[config.mk]
export PLATFORM = sky130hd
export DESIGN_NAME = spi_burst_arbiter
export DESIGN_NICKNAME = d
export VERILOG_FILES = /design/src/rtl/spi_burst_arbiter.sv
export SDC_FILE = /design/constraint.sdc
export NUM_CORES = 1
export LEC_CHECK = 0
export BUFFER_PORTS_ARGS = -buffer_cell sky130_fd_sc_hd__buf_4
export CAP_MARGIN = 40
export CORE_MARGIN = 2
export CORE_UTILIZATION = 44
export CTS_CLUSTER_SIZE = 20
export DETAILED_ROUTE_END_ITERATION = 16
export MAX_ROUTING_LAYER = met4
export PLACE_DENSITY_LB_ADDON = 0.2
export SYNTH_ARGS = -nofsm -noshare
export SYNTH_HDL_FRONTEND = slang
export SYNTH_SLANG_ARGS = --single-unit
[constraint.sdc]
create_clock -name clk -period 2.1 [get_ports clk]
set_clock_uncertainty 0.05 [all_clocks]
set_input_delay 0.105 -clock clk [delete_from_list [all_inputs] [get_ports clk]]
set_output_delay 0.105 -clock clk [all_outputs]
set_load 0.01 [all_outputs]
[src/rtl/spi_burst_arbiter.sv]
// spi_burst_arbiter
//   Shares one SPI byte engine among NUM_REQ requesters. Each requester owns
//   one slave select and issues multi-byte bursts. Arbitration is
//   round-robin. The granted ss_n is held low for the whole burst, with
//   programmable setup and hold times around the bytes.
//
// Ports
//   clk, rst_n    clock and asynchronous active-low reset
//   req           level request per requester, sampled only in IDLE
//   req_len       per-requester burst length minus one, latched at grant
//   tx_data       per-requester next TX byte
//   tx_pop        one-hot pulse when the owner's tx_data is consumed
//   rx_data       last received byte
//   rx_valid      one-hot pulse qualifying rx_data for its owner
//   done          one-hot pulse when a burst is finished and ss_n released
//   grant         one-hot current owner, zero when idle
//   ss_n          active-low slave selects, ss_n = ~grant
//   busy          high whenever a burst is in progress
//   eng_*         handshake with the shared SPI byte engine
//
// State table
//   state  | meaning
//   IDLE   | no owner, all ss_n high, round-robin pick on any req
//   SETUP  | ss_n low, CS_SETUP cycle delay before the first byte
//   SEND   | start the engine with the owner's byte once eng_busy is low
//   WAIT   | wait for eng_new_data, forward the byte, next byte or finish
//   HOLD   | ss_n still low for CS_HOLD cycles, then release and pulse done
`timescale 1ns/1ps
module spi_burst_arbiter #(
    parameter int NUM_REQ  = 4,
    parameter int LEN_W    = 4,
    parameter int CS_SETUP = 2,
    parameter int CS_HOLD  = 2
) (
    input  logic                     clk,
    input  logic                     rst_n,
    input  logic [NUM_REQ-1:0]       req,
    input  logic [NUM_REQ*LEN_W-1:0] req_len,
    input  logic [NUM_REQ*8-1:0]     tx_data,
    output logic [NUM_REQ-1:0]       tx_pop,
    output logic [7:0]               rx_data,
    output logic [NUM_REQ-1:0]       rx_valid,
    output logic [NUM_REQ-1:0]       done,
    output logic [NUM_REQ-1:0]       grant,
    output logic [NUM_REQ-1:0]       ss_n,
    output logic                     busy,
    output logic                     eng_start,
    output logic [7:0]               eng_data_in,
    input  logic                     eng_busy,
    input  logic                     eng_new_data,
    input  logic [7:0]               eng_data_out
);

    localparam int IDX_W = (NUM_REQ > 1) ? $clog2(NUM_REQ) : 1;

    typedef enum logic [2:0] {
        S_IDLE,
        S_SETUP,
        S_SEND,
        S_WAIT,
        S_HOLD
    } state_t;

    state_t             state;
    logic [IDX_W-1:0]   idx;
    logic [IDX_W-1:0]   ptr;
    logic [LEN_W-1:0]   len;
    logic [LEN_W-1:0]   byte_cnt;
    logic [7:0]         dly_cnt;
    logic [NUM_REQ-1:0] sel_mask;

    logic               found;
    logic [IDX_W-1:0]   next_idx;
    int                 cand;

    // Round-robin search starting just after the last owner; the first
    // set request bit in that rotated order wins.
    always_comb begin
        found    = 1'b0;
        next_idx = ptr;
        cand     = 0;
        for (int k = 1; k <= NUM_REQ; k++) begin
            cand = int'(ptr) + k;
            if (cand >= NUM_REQ) begin
                cand = cand - NUM_REQ;
            end
            if (!found && req[cand[IDX_W-1:0]]) begin
                found    = 1'b1;
                next_idx = cand[IDX_W-1:0];
            end
        end
    end

    assign sel_mask    = NUM_REQ'(1) << idx;
    assign busy        = (state != S_IDLE);
    assign eng_start   = (state == S_SEND) && !eng_busy;
    assign tx_pop      = eng_start ? sel_mask : '0;
    // Forced to zero while idle so the engine bus is quiet between bursts.
    assign eng_data_in = busy ? tx_data[{idx, 3'b000} +: 8] : 8'h00;
    assign ss_n        = ~grant;

    always_ff @(posedge clk or negedge rst_n) begin
        if (!rst_n) begin
            state    <= S_IDLE;
            idx      <= '0;
            ptr      <= IDX_W'(NUM_REQ - 1);
            len      <= '0;
            byte_cnt <= '0;
            dly_cnt  <= '0;
            grant    <= '0;
            rx_data  <= '0;
            rx_valid <= '0;
            done     <= '0;
        end else begin
            rx_valid <= '0;
            done     <= '0;
            case (state)
                S_IDLE: begin
                    if (found) begin
                        idx      <= next_idx;
                        ptr      <= next_idx;
                        len      <= req_len[int'(next_idx) * LEN_W +: LEN_W];
                        byte_cnt <= '0;
                        dly_cnt  <= 8'(CS_SETUP - 1);
                        grant    <= NUM_REQ'(1) << next_idx;
                        state    <= S_SETUP;
                    end
                end
                S_SETUP: begin
                    if (dly_cnt == 8'd0) begin
                        state <= S_SEND;
                    end else begin
                        dly_cnt <= dly_cnt - 8'd1;
                    end
                end
                S_SEND: begin
                    if (!eng_busy) begin
                        state <= S_WAIT;
                    end
                end
                S_WAIT: begin
                    if (eng_new_data) begin
                        rx_data  <= eng_data_out;
                        rx_valid <= sel_mask;
                        // The length compare ends the burst before byte_cnt
                        // could wrap, even at the maximum length.
                        if (byte_cnt == len) begin
                            dly_cnt <= 8'(CS_HOLD - 1);
                            state   <= S_HOLD;
                        end else begin
                            byte_cnt <= byte_cnt + 1'b1;
                            state    <= S_SEND;
                        end
                    end
                end
                S_HOLD: begin
                    if (dly_cnt == 8'd0) begin
                        grant <= '0;
                        done  <= sel_mask;
                        state <= S_IDLE;
                    end else begin
                        dly_cnt <= dly_cnt - 8'd1;
                    end
                end
                default: begin
                    grant <= '0;
                    state <= S_IDLE;
                end
            endcase
        end
    end

endmodule

==> impl_summary.log, run 1 <==
[metrics] Hold Path Class: primary input to register
[metrics] number of hold violations in the final report: 0
[metrics] GRT Util Overall: 22.1%
[metrics] simple logic cell fraction of the synthesized area: about a fifth
[metrics] clock buffer count from CTS: 5
[metrics] post-route minimum period: between 2000 and 2500 ps
[metrics] slew at the pin closest to its max-slew limit: approximately 560 ps
[metrics] violation count after the first detailed-routing iteration: 119
[metrics] total number of vias: between 2000 and 2500
[metrics] startpoint-to-endpoint class of the critical path: register to register
[metrics] # H-tree levels: 2
[metrics] first-pass GRT wire length: 10600 µm
[metrics] worst reg2reg endpoint: dly_cnt[1]$_DFFE_PN0P_
[metrics] CTS tree: done
[metrics] Critical Path Sink Type: register
[metrics] area share of the largest cell type after synthesis: around two fifths
[metrics] post-synthesis share of cell area spent on full adders, half adders and majority gates: approximately 1.0%
[metrics] Std-Cell Rows: 27
[metrics] Post-Syn Instances: around 240
[metrics] # Max-Cap Violations: 0
[metrics] Power Density: between 1000 and 1500 nW/µm²
[metrics] Avg Synthesized Cell Area: between 10 and 15 µm²
[metrics] core utilization of the finished layout: around two thirds
[metrics] number of antenna violations at the first check in global routing: 0
[metrics] top cell types by occurrence after synthesis: sky130_fd_sc_hd__dfrtp_1 (41), sky130_fd_sc_hd__nor2_1 (30), sky130_fd_sc_hd__nand2_1 (17), sky130_fd_sc_hd__inv_1 (11)
[metrics] Cell Count Post-Placement: 420
[metrics] clock latency on the worst-skew pair: 290 ps
[metrics] count of flip-flops with a built-in enable after synthesis: 0
[metrics] fraction of the yosys area taken by sequential cells: between 40% and 50%
[metrics] mux share of post-synthesis cell area: ~13%
[metrics] post-detailed-placement cell area: 3400 µm²
[metrics] height of the die: ~79 µm
[metrics] share of the cycle needed by the critical path after routing: a little over nine tenths
[metrics] parity-gate share of the synthesized area counting xor and xnor cells: about 3.5%
[metrics] gr ovfl total: 0
[metrics] number of top-level design ports: slightly above 100
[metrics] largest net degree at the start of global routing: 44
[metrics] clock transition at the registers of the reported paths: about 80 ps
[metrics] peak clock frequency supported by timing: 0.493 GHz
[metrics] sink count of the clock tree: 43
[metrics] floorplan core area: approximately 5500 µm²
[metrics] largest family of logic cells by synthesized area: simple AND/OR/NAND/NOR gates
[metrics] Setup Fix Bufs, Post-CTS: 0
[metrics] number of nets in the layout: 430
[metrics] share of final-layout standard cells stronger than drive strength 1: ~42%
[metrics] count of warnings emitted by yosys: 0
[metrics] biggest fanout along the worst timing path: 5
[metrics] number of pins exceeding their max-slew limit in the final report: 0
[metrics] Clock Tree Buf Depth: 2
[metrics] cell area after synthesis: between 2000 and 2500 µm²
[metrics] Primary FF master, synth: sky130_fd_sc_hd__dfrtp_1
[metrics] number of antenna repair diodes: 0
[metrics] Vias/cell: between 5 and 6
[metrics] via count of the first global-routing pass: about 2300
[metrics] number of cells in the finished layout apart from fillers: about 440
[metrics] WP data arrival: approximately 2200 ps
[metrics] R2R Path Start: dly_cnt[0]$_DFFE_PN0P_
[metrics] routed length per instance: between 15 and 20 µm
[metrics] number of inserted filler cells in the final layout: between 400 and 500
[metrics] dominant cell type by area after synthesis: sky130_fd_sc_hd__dfrtp_1
[metrics] root buffer selected by CTS: sky130_fd_sc_hd__clkbuf_8
[metrics] DIE WIDTH: around 80 µm
[metrics] leakage power of the design: between 1.5 and 2 nW
[metrics] Worst setup SP type: register
[metrics] run status: completed
[metrics] TNS Setup: 0 ps
[metrics] data required time at the worst endpoint: 2230 ps
[metrics] die footprint: 6300 µm²
[metrics] area of all placed cells without fillers: 3640 µm²
[metrics] detailed placement HPWL: approximately 4800 µm
[metrics] number of distinct standard cells referenced by the synthesized netlist: 52
[metrics] Worst Setup SP: dly_cnt[0]$_DFFE_PN0P_
[metrics] remaining max-slew budget at the tightest pin: a little over three fifths
[metrics] antenna viol nets, final: 0
[metrics] Async SR Flop Fraction: 100%
[metrics] Total Wirelength: ~6600 µm
[metrics] drt first pass iters: 4
[metrics] biggest area contributors in the synthesized netlist: sky130_fd_sc_hd__dfrtp_1 (41%), sky130_fd_sc_hd__mux4_2 (8.1%), sky130_fd_sc_hd__nor2_1 (4.5%), sky130_fd_sc_hd__mux2_2 (3.6%), sky130_fd_sc_hd__xnor2_1 (3.2%)
[metrics] power after layout: about 4.7 mW
[metrics] critical path endpoint: dly_cnt[1]$_DFFE_PN0P_
[metrics] number of synthesized register bits: 43
[metrics] synthesized-area fraction occupied by ao, oa, aoi and oai cells: 14.4%
[metrics] R2R Setup Slk: about 71 ps
[metrics] final number of setup-violating endpoints: 0
[metrics] worst-case vdd ir drop: approximately 0.00060 V
[metrics] Area growth syn-to-layout: 45.6%
[metrics] number of buffer cells added on primary ports: approximately 100
[metrics] Synth Net Count: a little over 300
[metrics] most frequent cell after synthesis: sky130_fd_sc_hd__dfrtp_1
[metrics] placer's final routability congestion estimate: around 0.9
[metrics] DRC Markers: 0
[metrics] depth of the worst register-to-register path: 6
[metrics] starting density of the core: around 45%
-- state kept, by name (all words and copies together), names as in the netlist --
signal    flops
dly_cnt       8
rx_data       8
byte_cnt      4
done          4
grant         4
len           4
rx_valid      4
state         3
idx           2
ptr           2
-- placed cells by master (no fill, tap or decap), drive strengths merged, types with 7 or more instances in the layout --
cell / instances
a211oi: 8
nor3: 8
dfrtp: 41
buf: 116
xnor2: 9
nor2: 31
mux2: 9
nand2: 17
and3: 8
nand2b: 7
mux4: 9
and2: 9
dlygate4sd3: 9
inv: 11
o21ai: 8
-- worst min path at each step --
stage	startpoint	endpoint	cells after the start
6_report	req_len[9]	len[1]$_DFFE_PN0P_	3
5_1_grt	req_len[9]	len[1]$_DFFE_PN0P_	3
4_1_cts	req_len[9]	len[1]$_DFFE_PN0P_	3
3_5_place_dp	rst_n	len[3]$_DFFE_PN0P_	1
3_3_place_gp	rst_n	rx_data[4]$_DFFE_PN0P_	1
2_1_floorplan	rst_n	byte_cnt[0]$_DFFE_PN0P_	0
-- timing repair --
action,in CTS,in global routing
hold buffers,9,0
setup endpoints to repair,0,5
resized for setup,0,4
hold endpoints to repair,49,0
-- critical path: stages (launching register included) --
cell,delay (ps)
sky130_fd_sc_hd__dfrtp_1,410
sky130_fd_sc_hd__inv_2,80
sky130_fd_sc_hd__ha_2,170
sky130_fd_sc_hd__or4b_4,520
sky130_fd_sc_hd__o22ai_4,190
sky130_fd_sc_hd__o311a_2,190
sky130_fd_sc_hd__mux2_1,320
-- report_power, final --
part / switching [mW] / total [mW] / internal [mW]
Clock: 0.284 / 0.759 / 0.475
Combinational: 1.14 / 2.46 / 1.32
Sequential: 0.346 / 1.48 / 1.14
-- through the flow --
stage / hold slack (ps) / worst slack, ps
finish: 99.2 / 70.8
CTS: 100 / 19.8
global placement: 82.0 / 95.1
global route: 131 / -0.742
floorplan: -241 / 10.8
detailed placement: 78.7 / 33.3
-- kinds of logic after synthesis --
kind of cell             Yosys count
AND/OR/NAND/NOR                  102
AO/OA/AOI/OAI                     45
flip-flops                        43
buffers and inverters             20
multiplexers                      19
XOR/XNOR                          10
adder cells (fa/ha/maj)            2
-- per-layer routing --
metal	routed length (µm)	vias up	GRT usage (%)
met1	2630	1136	25.1
li1	-	1119	-
met3	570	7	5.57
met2	3300	102	38.1
met4	81	0	7.93
met5	0	-	-
-- area by class of cell --
| cell class | instances | area (µm²) | share of cell area, % |
|---|---|---|---|
| Clock buffer | 6 | 72.6 | 1.99 |
| Clock inverter | 2 | 60.1 | 1.65 |
| Inverter | 11 | 41.3 | 1.13 |
| Multi-Input combinational cell | 178 | 1330 | 36.6 |
| Sequential cell | 43 | 1080 | 29.7 |
| Tap cell | 72 | 90.1 | 2.48 |
| Timing Repair Buffer | 125 | 965 | 26.5 |
(Power assumes the default switching activity.)
==> run 2, diff against run 1 <==
--- a/config.mk
+++ b/config.mk
@@ -5,10 +5,11 @@
 export SDC_FILE = /design/constraint.sdc
 export NUM_CORES = 1
 export LEC_CHECK = 0
+export ABC_AREA = 1
 export BUFFER_PORTS_ARGS = -buffer_cell sky130_fd_sc_hd__buf_4
 export CAP_MARGIN = 40
 export CORE_MARGIN = 2
-export CORE_UTILIZATION = 44
+export CORE_UTILIZATION = 45
 export CTS_CLUSTER_SIZE = 20
 export DETAILED_ROUTE_END_ITERATION = 16
 export MAX_ROUTING_LAYER = met4
==> run 2 against run 1 <==
Net effect:
- power rose by 15%
- sequential share of layout area down 0.91 points
- worst setup slack improved by 120 ps
- critical path type unchanged
==> impl_summary.log, run 2 <==
[metrics] Post-Syn Instances: 349 (+45%)
[metrics] starting density of the core: 46.3% (+0.88 points)
[metrics] CTS tree: done
[metrics] peak clock frequency supported by timing: 0.524 GHz (+6.2%)
[metrics] NetSw: 2.65 mW (+49%)
[metrics] number of buffers and inverters on the critical path: 2 (+1)
[metrics] DRC Markers: 0 (unchanged)
[metrics] list of cells traversed by the critical path: inv_1 > ha_1 > nand3_1 > nor3_2 > nand2_1 > nand3_1 > nor2_2 > buf_4 > nand2_1 > o22ai_2
[metrics] antenna viol nets, final: 0 (unchanged)
[metrics] detailed placement HPWL: 5080 µm (+4.7%)
[metrics] Area growth syn-to-layout: 38.5%
[metrics] WP data arrival: 2040 ps (-120 ps)
[metrics] # Max-Cap Violations: 0 (unchanged)
[metrics] commonest cells after routing, fill and taps aside: sky130_fd_sc_hd__buf_4 (108), sky130_fd_sc_hd__nand2_1 (84), sky130_fd_sc_hd__nand3_1 (46), sky130_fd_sc_hd__dfrtp_1 (41), sky130_fd_sc_hd__nor2_1 (29)
[metrics] routed length per instance: 12.2 µm (-19%)
[metrics] setup repair after global routing missed its margin: no
[metrics] portion of total power attributed to sequential cells: 25.9% (-5.6 points)
[metrics] Std-Cell Rows: 28 (+3.7%)
[metrics] Clock Tree Buf Depth: 2 (unchanged)
[metrics] first-pass GRT wire length: 10900 µm (+2.6%)
[metrics] count of warnings emitted by yosys: 0 (unchanged)
[metrics] floorplan core area: 5850 µm² (+6.2%)
[metrics] clock transition at the registers of the reported paths: 90 ps (about the same)
[metrics] data required time at the worst endpoint: 2230 ps (about the same)
[metrics] leakage power of the design: 1.93 nW (+12%)
[metrics] share of the cycle needed by the critical path after routing: 90.9% (-5.7 points)
[metrics] Worst setup SP type: register
[metrics] dominant cell type by area after synthesis: sky130_fd_sc_hd__dfrtp_1
[metrics] fraction of the yosys area taken by sequential cells: 39.9% (-3.3 points)
[metrics] via count of the first global-routing pass: 2570 (+11%)
[metrics] drt first pass iters: 5 (+1)
[metrics] leading cell type in the layout, fill and taps excluded: sky130_fd_sc_hd__buf_4
[metrics] share of total power in the clock network: 9.8% (-6.3 points)
[metrics] post-route minimum period: 1910 ps (-119 ps)
[metrics] slew at the pin closest to its max-slew limit: 546 ps (-14.2 ps)
[metrics] placer's final routability congestion estimate: 0.928 (+3.0%)
[metrics] die footprint: 6650 µm² (+5.6%)
[metrics] slowest cell on the critical path: sky130_fd_sc_hd__dfrtp_1
[metrics] run status: completed
[metrics] clock latency on the worst-skew pair: 290 ps (about the same)
[metrics] R2R Setup Slk: 190 ps (+120 ps)
[metrics] total number of vias: 2730 (+15%)
[metrics] area share of the largest cell type after synthesis: 37.9% (-3.2 points)
[metrics] number of nets in the layout: 532 (+24%)
[metrics] Slowest Stage Delay on Critical Path: 390 ps (-130 ps)
[metrics] portion of total power attributed to combinational logic: 64.3% (+12 points)
[metrics] height of the die: 81.6 µm (+2.8%)
[metrics] Primary FF master, synth: sky130_fd_sc_hd__dfrtp_1
[metrics] biggest area contributors in the synthesized netlist: sky130_fd_sc_hd__dfrtp_1 (38%), sky130_fd_sc_hd__nand2_1 (12%), sky130_fd_sc_hd__nand3_1 (8.5%), sky130_fd_sc_hd__nand2_2 (4.2%), sky130_fd_sc_hd__nor2_1 (4.2%)
[metrics] family with the most delay on the worst path: simple AND/OR/NAND/NOR gates
[metrics] count of flip-flops with a built-in enable after synthesis: 0 (unchanged)
[metrics] number of pins exceeding their max-slew limit in the final report: 0 (unchanged)
[metrics] worst-case vdd ir drop: 0.000860 V (+43%)
[metrics] clock buffer count from CTS: 5 (unchanged)
[metrics] internal power: 2.79 mW (-5.0%)
[metrics] # H-tree levels: 2 (unchanged)
[metrics] number of cells in the finished layout apart from fillers: 542 (+24%)
[metrics] Synth Net Count: 415 (+35%)
[metrics] number of top-level design ports: 102 (unchanged)
[metrics] TNS Setup: 0 ps (unchanged)
[metrics] Total Wirelength: 6600 µm (+0.24%)
[metrics] final number of setup-violating endpoints: 0 (unchanged)
[metrics] cell area after synthesis: 2710 µm² (+8.3%)
[metrics] Hold Path Class: primary input to register
[metrics] sink count of the clock tree: 43 (unchanged)
[metrics] Cell Count Post-Placement: 525 (+25%)
[metrics] share of final-layout standard cells stronger than drive strength 1: 37.0% (-5.1 points)
[metrics] violation count after the first detailed-routing iteration: 97 (-18%)
[metrics] GRT Util Overall: 21.2% (-0.94 points)
[metrics] Vias/cell: 5.04 (-6.9%)
[metrics] number of synthesized register bits: 43 (unchanged)
[metrics] Async SR Flop Fraction: 100% (unchanged)
[metrics] Avg Synthesized Cell Area: 7.75 µm² (-25%)
[metrics] biggest fanout along the worst timing path: 9 (+4)
[metrics] largest net degree at the start of global routing: 44 (unchanged)
[metrics] gr ovfl total: 0 (unchanged)
[metrics] biggest registers after layout: dly_cnt x8, rx_data x8
[metrics] startpoint-to-endpoint class of the critical path: register to register
[metrics] top cell types by occurrence after synthesis: sky130_fd_sc_hd__nand2_1 (84), sky130_fd_sc_hd__nand3_1 (46), sky130_fd_sc_hd__dfrtp_1 (41), sky130_fd_sc_hd__nor2_1 (30), sky130_fd_sc_hd__inv_1 (27)
[metrics] core utilization of the finished layout: 64.1% (-2.0 points)
[metrics] Power Density: 1450 nW/µm² (+12%)
[metrics] remaining max-slew budget at the tightest pin: 63.6% (+1.1 points)
[metrics] number of inserted filler cells in the final layout: 517 (+16%)
[metrics] number of distinct standard cells referenced by the synthesized netlist: 35 (-33%)
[metrics] switching portion of total power: 48.7% (+11 points)
[metrics] number of hold violations in the final report: 0 (unchanged)
[metrics] most frequent cell after synthesis: sky130_fd_sc_hd__nand2_1
[metrics] DIE WIDTH: 81.6 µm (+2.8%)
[metrics] root buffer selected by CTS: sky130_fd_sc_hd__clkbuf_8
[metrics] number of antenna repair diodes: 0 (unchanged)
[metrics] Critical Path Sink Type: register
[metrics] number of antenna violations at the first check in global routing: 0 (unchanged)
[metrics] number of buffer cells added on primary ports: 101 (unchanged)
-- run 2: changes by cell type after synthesis, moves of 10 or more --
cell / delta
sky130_fd_sc_hd__inv_1: +16
sky130_fd_sc_hd__o21ai_1: +10
sky130_fd_sc_hd__nand3_1: +41
sky130_fd_sc_hd__nand2_2: +18
sky130_fd_sc_hd__nand2_1: +67
-- run 2: cells by family (layout without fill, tap and decap cells) --
logic type | Yosys count | count (layout) | share of synthesized area (%)
adders and majority gates | 2 | 2 | 0.924
xor gates and xnor gates | 8 | 8 | 2.59
buffers and inverters | 43 | 161 | 6.98
DFF | 43 | 43 | 39.9
and+or+nand+nor | 199 | 199 | 35.3
AOI/OAI and AO/OA | 46 | 46 | 10.2
muxes | 8 | 8 | 4.16
-- run 2: cell type report --
type / instances / area [µm²] / area share, %
clock buffers: 5 / 68.8 / 1.84
clock inverters: 3 / 25.0 / 0.668
inverters: 36 / 140 / 3.74
multi-input cells: 263 / 1440 / 38.5
flip-flops and latches: 43 / 1080 / 28.8
well taps: 75 / 93.8 / 2.50
repair buffers: 117 / 901 / 24.0
-- run 2: path summary, 6_finish.rpt --
path | cells past startpoint | from | end
worst max-delay path | 10 | dly_cnt[1]$_DFFE_PN0P_ | dly_cnt[1]$_DFFE_PN0P_
worst min-delay path | 5 | req_len[5] | len[1]$_DFFE_PN0P_
worst max register to register | 10 | dly_cnt[1]$_DFFE_PN0P_ | dly_cnt[1]$_DFFE_PN0P_
worst min register to register | 2 | len[3]$_DFFE_PN0P_ | len[3]$_DFFE_PN0P_
max in group asynchronous | 2 | rst_n | ptr[1]$_DFFE_PN1P_
min in group asynchronous | 2 | rst_n | dly_cnt[1]$_DFFE_PN0P_
-- run 2: metal layers --
layer	vias up	global-route usage, %	part of all wire, %
met5	-	-	0
met4	0	6.27	1.2
met3	8	2.97	4.0
met2	60	36.0	50
met1	1279	26.3	45
li1	1383	-	-
-- run 2: tightest hold or removal path, stage by stage --
cell,delay (ps)
sky130_fd_sc_hd__buf_4,80
sky130_fd_sc_hd__nand2_1,40
sky130_fd_sc_hd__nand3_1,70
sky130_fd_sc_hd__nand3_1,60
sky130_fd_sc_hd__nand2_1,50
-- run 2: repair_timing --
| item | in CTS | in global routing |
|---|---|---|
| setup buffers | 0 | 0 |
| resized for setup | 0 | 1 |
| hold endpoints to repair | 48 | 1 |
| endpoints found under the setup margin | 0 | 8 |
| hold buffers | 8 | 1 |
-- run 2: power by group through the flow --
stage | registers [mW] | logic, mW | clock network [mW]
finish | 1.41 | 3.50 | 0.531
global route | 1.45 | 3.97 | 0.585
CTS | 1.40 | 3.52 | 0.550
detailed placement | 1.42 | 3.50 | 0
global placement | 1.40 | 3.44 | 0
floorplan | 1.36 | 2.48 | 0
-- run 2: through the flow --
step                      cell area [µm²]  hold slack, ps  setup WS [ps]  power [mW]
after floorplan                      2710            -241            434        3.84
after global placement               3560            80.2            260        4.84
after detailed placement             3560            85.6            213        4.92
after CTS                            3740          0.0260           9.75        5.48
after global routing                 3750             124           26.2        6.00
final                                3750             101            190        5.43
